[config.mk]
export PLATFORM = sky130hd
export DESIGN_NAME = axis_sum_7seg_display
export DESIGN_NICKNAME = d
export VERILOG_FILES = /design/src/rtl/sevseg_pkg.sv /design/src/rtl/bin2bcd_seq.sv /design/src/rtl/axis_sum_7seg_display.sv
export SDC_FILE = /design/constraint.sdc
export NUM_CORES = 1
export LEC_CHECK = 0
export CORE_UTILIZATION = 38
export CTS_CLUSTER_SIZE = 8
export DETAILED_ROUTE_END_ITERATION = 6
export PLACE_DENSITY = 0.7
export RECOVER_POWER = 100
export SYNTH_ARGS = -nofsm -noshare
export SYNTH_HDL_FRONTEND = slang
export SYNTH_HIERARCHICAL = 1
export SYNTH_SLANG_ARGS = --single-unit
[constraint.sdc]
create_clock -name clk -period 2.4 [get_ports clk]
set_input_delay 0.6 -clock clk [delete_from_list [all_inputs] [get_ports clk]]
set_output_delay 0.6 -clock clk [all_outputs]
set_load 0.01 [all_outputs]
[src/rtl/sevseg_pkg.sv]
// Shared types and constants for the AXI-stream sum to 7-segment display path.
// Segment patterns are active-low, bit order {g,f,e,d,c,b,a}.
package sevseg_pkg;

  typedef logic [3:0] bcd_digit_t;

  typedef enum logic [1:0] {
    IDLE = 2'd0,
    CONV = 2'd1,
    LOAD = 2'd2
  } fsm_t;

  localparam logic [6:0] SEG_BLANK = 7'h7F;

  localparam logic [6:0] SEG_LUT [0:9] = '{
    7'h40, 7'h79, 7'h24, 7'h30, 7'h19,
    7'h12, 7'h02, 7'h78, 7'h00, 7'h10
  };

  // Decimal digits of 2^w-1 are floor(w*log10(2))+1 since 2^w is never a power of ten.
  function automatic int bcd_width(input int w);
    return 4 * (((w * 30103) / 100000) + 1);
  endfunction

  function automatic logic [6:0] seg_encode(input bcd_digit_t d);
    if (d > 4'd9) return SEG_BLANK;
    return SEG_LUT[d];
  endfunction

endpackage

[src/rtl/bin2bcd_seq.sv]
// Sequential double-dabble converter: W-bit binary to D BCD nibbles, one bit per cycle.
// i_start is ignored while a conversion is in progress.
module bin2bcd_seq
  import sevseg_pkg::*;
#(
  parameter int W = 16,
  parameter int D = 5
) (
  input  logic           i_clk,
  input  logic           i_rst,
  input  logic           i_start,
  input  logic [W-1:0]   i_bin,
  output logic           o_busy,
  output logic           o_done,
  output logic [D*4-1:0] o_bcd
);

  localparam int CW = $clog2(W + 1);

  logic [W-1:0]   r_bin;
  logic [D*4-1:0] r_bcd;
  logic [CW-1:0]  r_cnt;
  logic [D*4-1:0] w_adj;

  always_comb begin
    w_adj = r_bcd;
    for (int i = 0; i < D; i++) begin
      if (r_bcd[i*4 +: 4] >= 4'd5) w_adj[i*4 +: 4] = r_bcd[i*4 +: 4] + 4'd3;
    end
  end

  always_ff @(posedge i_clk) begin
    if (i_rst) begin
      r_bin <= '0;
      r_bcd <= '0;
      r_cnt <= '0;
    end else if (i_start && (r_cnt == '0)) begin
      r_bin <= i_bin;
      r_bcd <= '0;
      r_cnt <= CW'(W);
    end else if (r_cnt != '0) begin
      {r_bcd, r_bin} <= {w_adj[D*4-2:0], r_bin, 1'b0};
      r_cnt          <= r_cnt - CW'(1);
    end
  end

  assign o_busy = (r_cnt != '0);
  // High during the final shift cycle, so o_bcd is complete on the following cycle.
  assign o_done = (r_cnt == CW'(1));
  assign o_bcd  = r_bcd;

endmodule

[src/rtl/axis_sum_7seg_display.sv]
// AXI-stream sum sink: converts each accepted sum to BCD and scans it onto a
// common-anode 7-segment display. Optional macro: SEVSEG_LEADING_ZERO_BLANK_EN.
module axis_sum_7seg_display
  import sevseg_pkg::*;
#(
  parameter int W           = 16,
  parameter int D           = 5,
  parameter int REFRESH_DIV = 100000
) (
  input  logic         clk,
  input  logic         rst,
  input  logic         s_valid,
  output logic         s_ready,
  input  logic [W-1:0] s_data,
  output logic [D-1:0] an,
  output logic [6:0]   seg,
  output logic         upd
);

  localparam int RW  = (REFRESH_DIV > 1) ? $clog2(REFRESH_DIV) : 1;
  localparam int DIW = (D > 1) ? $clog2(D) : 1;

  if (D * 4 < bcd_width(W)) begin : g_width_chk
    $error("axis_sum_7seg_display: D too small to hold the BCD form of 2^W-1");
  end

  fsm_t           r_state;
  fsm_t           w_state_next;
  logic           r_s_ready;
  logic           r_upd;
  logic [D*4-1:0] r_disp;
  logic           w_start;
  logic           w_busy;
  logic           w_done;
  logic [D*4-1:0] w_bcd;

  bin2bcd_seq #(.W(W), .D(D)) u_bin2bcd (
    .i_clk   (clk),
    .i_rst   (rst),
    .i_start (w_start),
    .i_bin   (s_data),
    .o_busy  (w_busy),
    .o_done  (w_done),
    .o_bcd   (w_bcd)
  );

  always_comb begin
    w_state_next = r_state;
    w_start      = 1'b0;
    unique case (r_state)
      IDLE: begin
        if (s_valid && r_s_ready && !w_busy) begin
          w_start      = 1'b1;
          w_state_next = CONV;
        end
      end
      CONV:    if (w_done) w_state_next = LOAD;
      LOAD:    w_state_next = IDLE;
      default: w_state_next = IDLE;
    endcase
  end

  always_ff @(posedge clk) begin
    if (rst) begin
      r_state   <= IDLE;
      r_s_ready <= 1'b0;
      r_upd     <= 1'b0;
      r_disp    <= '0;
    end else begin
      r_state   <= w_state_next;
      r_s_ready <= (w_state_next == IDLE);
      r_upd     <= (r_state == LOAD);
      if (r_state == LOAD) r_disp <= w_bcd;
    end
  end

  logic [RW-1:0]  r_refresh;
  logic [DIW-1:0] r_digit_idx;
  logic [D-1:0]   r_an;
  logic [6:0]     r_seg;
  logic [D-1:0]   w_an_next;
  logic [6:0]     w_seg_next;
  bcd_digit_t     w_cur_digit;

`ifdef SEVSEG_LEADING_ZERO_BLANK_EN
  logic [D-1:0] w_lz;

  // w_lz[i] marks digit i as a leading zero: it and every higher nibble are zero.
  always_comb begin
    logic v_run;
    w_lz  = '0;
    v_run = 1'b1;
    for (int i = D - 1; i >= 1; i--) begin
      v_run   = v_run && (r_disp[i*4 +: 4] == 4'd0);
      w_lz[i] = v_run;
    end
  end
`endif

  always_comb begin
    w_an_next = '1;
    for (int i = 0; i < D; i++) w_an_next[i] = (int'(r_digit_idx) != i);
    w_cur_digit = r_disp[int'(r_digit_idx)*4 +: 4];
`ifdef SEVSEG_LEADING_ZERO_BLANK_EN
    w_seg_next = w_lz[r_digit_idx] ? SEG_BLANK : seg_encode(w_cur_digit);
`else
    w_seg_next = seg_encode(w_cur_digit);
`endif
  end

  always_ff @(posedge clk) begin
    if (rst) begin
      r_refresh   <= '0;
      r_digit_idx <= '0;
      r_an        <= '1;
      r_seg       <= SEG_BLANK;
    end else begin
      r_an  <= w_an_next;
      r_seg <= w_seg_next;
      if (r_refresh == RW'(REFRESH_DIV - 1)) begin
        r_refresh   <= '0;
        r_digit_idx <= (r_digit_idx == DIW'(D - 1)) ? '0 : r_digit_idx + DIW'(1);
      end else begin
        r_refresh <= r_refresh + RW'(1);
      end
    end
  end

  assign s_ready = r_s_ready;
  assign upd     = r_upd;
  assign an      = r_an;
  assign seg     = r_seg;

endmodule

==> results by group, run 1 <==
Run status
  – Status: finished clean

Synth
  – Gate Count Post-Synth: approximately 500
  – Number of synthesized register bits: 97
  – Syn Area/Cell: between 9 and 10 sq um
  – Area leader, netlist: dfxtp_1
  – Synth top area cells: dfxtp_1 43%, ha_1 6.1%, nand2_1 5.3%
  – Synthesized area: between 4000 and 5000 sq um
  – Synthesis warning total: 6
  – Share of flip-flops with an asynchronous set or reset: 0
  – Synth top area share: 0.4330
  – Netlist cell types: between 40 and 50
  – Synth cell count leaders: 97 x dfxtp_1, 63 x nand2_1, 50 x nor2_1
  – Seq/Total Area, Yosys: 0.4330
  – Post-synth EDFFs: 0
  – Count leader, synth: dfxtp_1
  – Main flop type after synthesis: dfxtp_1
  – Net count after synthesis: 538

Timing
  – Final setup fails: 0
  – Max-Slew Margin vs Limit: 0.3822
  – Maximum clock rate: between 400 and 500 MHz
  – Post-Route Setup TNS: 0 ns
  – Setup skew after layout: about 0.0072 ns
  – Worst Max-Slew Pin Slew: between 0.9 and 1 ns
  – RSZ-0062 raised after global routing: false
  – Fin crit period: roughly 2.1 ns
  – Setup slack after layout: about 0.27 ns
  – Final period util: 0.8858
  – Final Slew Violations: 0
  – Hold_ws: around 0.45 ns
  – Hold Fails Final Rpt: 0

Critical path
  – Crit path largest cell delay: around 0.34 ns
  – CP max-delay cell: dfxtp_1
  – Worst Setup End Kind: flop
  – Critical Path RT: 2.61 ns
  – Critical-path cell list: inv_1 -> ha_1 -> nor4b_4 -> inv_1 -> nor4_2 -> buf_12 -> nand2_1 -> nand2b_1 -> clkbuf_2 -> a211oi_1
  – Worst EP arrival: between 2 and 2.5 ns
  – Crit-path max FO: 20
  – Delay-heaviest family, CP: simple AND/OR/NAND/NOR gates
  – CP Class: reg2reg
  – Buffer and inverter count on the worst path: 4
  – Cell mode on critical path: inv_1
  – Startpoint Class: flop

Route
  – Iteration-0 DRC Markers: about 180
  – Via Count: between 3000 and 4000
  – Average wire per standard cell: 13.00 um
  – Routed wire length: 8725 um
  – Routed Antenna Nets: 0
  – Post-DR vias/cell: 5.072
  – Residual DRC: 0
  – Drt pass-1 iters: 4

Power and ir drop
  – Max VDD drop: about 0.00055 V
  – P_leak: ~1.9 nW
  – Pwr Total: between 4 and 5 mW
  – Pwr/cell area: about 930 nW/um^2

Layout
  – Final instance area: ~5200 sq um
  – Layout Utilization: 0.4500
  – Register area: between 1500 and 2000 sq um
  – Multi-input gate area: between 2000 and 2500 sq um
  – Fillcell total: 1066
  – Antenna diodes: 0
  – Layout Nets: 566
  – Area growth from synthesis to layout: 15.07%
  – Layout cells sized above 1: 0.07008
  – Final std cells w/o fill: 671

Clock network
  – Buffer count from post-CTS setup fixing: 0
  – Clock Latency Late Sink: around 0.34 ns
  – H-tree depth: 3
  – Cts repair resizes: 0
  – CTS tree: built
  – Clock Path Buffers: 2
  – CTS buffer count: 9
  – Clock Pin Slew Worst Setup and Hold Paths: roughly 0.060 ns
  – Root buf cell: clkbuf_16
  – Clk sinks: 97
  – Hold_buf cts: 0

GRT
  – Initial antenna violation count: 0
  – First-pass GRT wire length: 15210 um
  – Overflow after GRT: 0
  – Gr usage total: 0.1509
  – Largest net degree at the start of global routing: between 40 and 50
  – Vias in the first global route: approximately 3300

Floorplan
  – Placement Rows: 39
  – Ports: 33
  – Die Ht: 110.6 um
  – DIE AREA: about 12000 sq um
  – Initial core utilization: 0.3911
  – Core area: ~11000 sq um
  – DIE WIDTH: between 100 and 150 um

Worst hold path
  – Hold Path Class: reg2reg

Placed design
  – # placed instances: ~660
  – Dpl ws: approximately 0.21 ns
  – Dpl hpwl: roughly 6000 um
  – IO Port Bufs: 32
  – Routability cong.: between 0.8 and 0.9
  – DP Area: between 4000 and 5000 sq um

Flow run
  – Max Cap Violations: 0
[state kept, by name, indices dropped and copies added, names as in the netlist]
register,flops
r_state,2
r_refresh,17
an,5
seg,7
u_bin2bcd/r_bin,16
u_bin2bcd/r_cnt,5
r_digit_idx,3
s_ready,1
r_disp,20
upd,1
u_bin2bcd/o_bcd,20
[cells by family (layout without fill, tap and decap cells)]
group | count (synthesis) | after routing | synth area share
xor+xnor | 21 | 21 | 0.04101
buf+inv | 46 | 77 | 0.04910
compound gates | 102 | 102 | 0.1526
flops | 97 | 97 | 0.4330
simple gates | 185 | 185 | 0.2017
fa+ha+maj | 22 | 22 | 0.06138
mux | 24 | 24 | 0.06110
[path summary, 6_finish.rpt]
path,startpoint,to,slack [ns],depth (start not counted)
hold / removal,r_disp[2]$_SDFFE_PP0P_,r_disp[2]$_SDFFE_PP0P_,0.45,2
hold reg to reg,r_disp[2]$_SDFFE_PP0P_,r_disp[2]$_SDFFE_PP0P_,0.45,2
setup reg to reg,u_bin2bcd/r_cnt[0]$_SDFFE_PP0P_,u_bin2bcd/o_bcd[4]$_SDFFE_PP0P_,0.27,10
setup / recovery,u_bin2bcd/r_cnt[0]$_SDFFE_PP0P_,u_bin2bcd/o_bcd[4]$_SDFFE_PP0P_,0.27,10
[tightest hold or removal path: cells and delay by family, from the launching register on]
family | cells | cell delay [ns]
flops | 1 | 0.31
compound gates | 1 | 0.05
simple gates | 1 | 0.05
[report_power, final]
part | internal (mW) | total (mW) | switching [mW]
clock network | 0.689 | 1.26 | 0.574
logic | 0.616 | 1.47 | 0.856
registers | 1.84 | 2.06 | 0.223
total | 3.14 | 4.80 | 1.65
[per-layer routing]
layer	GRT usage	wire, um	up-vias
li1	-	-	1774
met2	0.2542	4113	40
met4	0.06756	149	0
met5	0	0	-
met3	0.03074	209	14
met1	0.1850	4254	1575
[placed cells by master, fill, tap and decap left out, drive strengths merged, types with 18 or more instances in the layout]
cell    count
a211oi     26
mux2i      18
nor2       51
ha         22
o21ai      20
a21oi      40
nand2      63
inv        20
dfxtp      97
[layout make-up]
| type | count | share of cell area |
|---|---|---|
| flip-flops and latches | 97 | 0.3763 |
| well taps | 143 | 0.03468 |
| repair buffers | 43 | 0.07614 |
| inverters | 20 | 0.01455 |
| clock buffers | 11 | 0.04510 |
| multi-input cells | 354 | 0.4493 |
| clock inverters | 3 | 0.003880 |
(Power assumes the default switching activity.)
==> run 2: changes to the inputs <==
--- a/config.mk
+++ b/config.mk
@@ -6,6 +6,7 @@
 export NUM_CORES = 1
 export LEC_CHECK = 0
 export CORE_UTILIZATION = 38
+export CTS_CLUSTER_DIAMETER = 80
 export CTS_CLUSTER_SIZE = 8
 export DETAILED_ROUTE_END_ITERATION = 6
 export PLACE_DENSITY = 0.7
==> results of run 2 <==
Same layout as run 1: the final DEF is identical, and so are final timing and power.
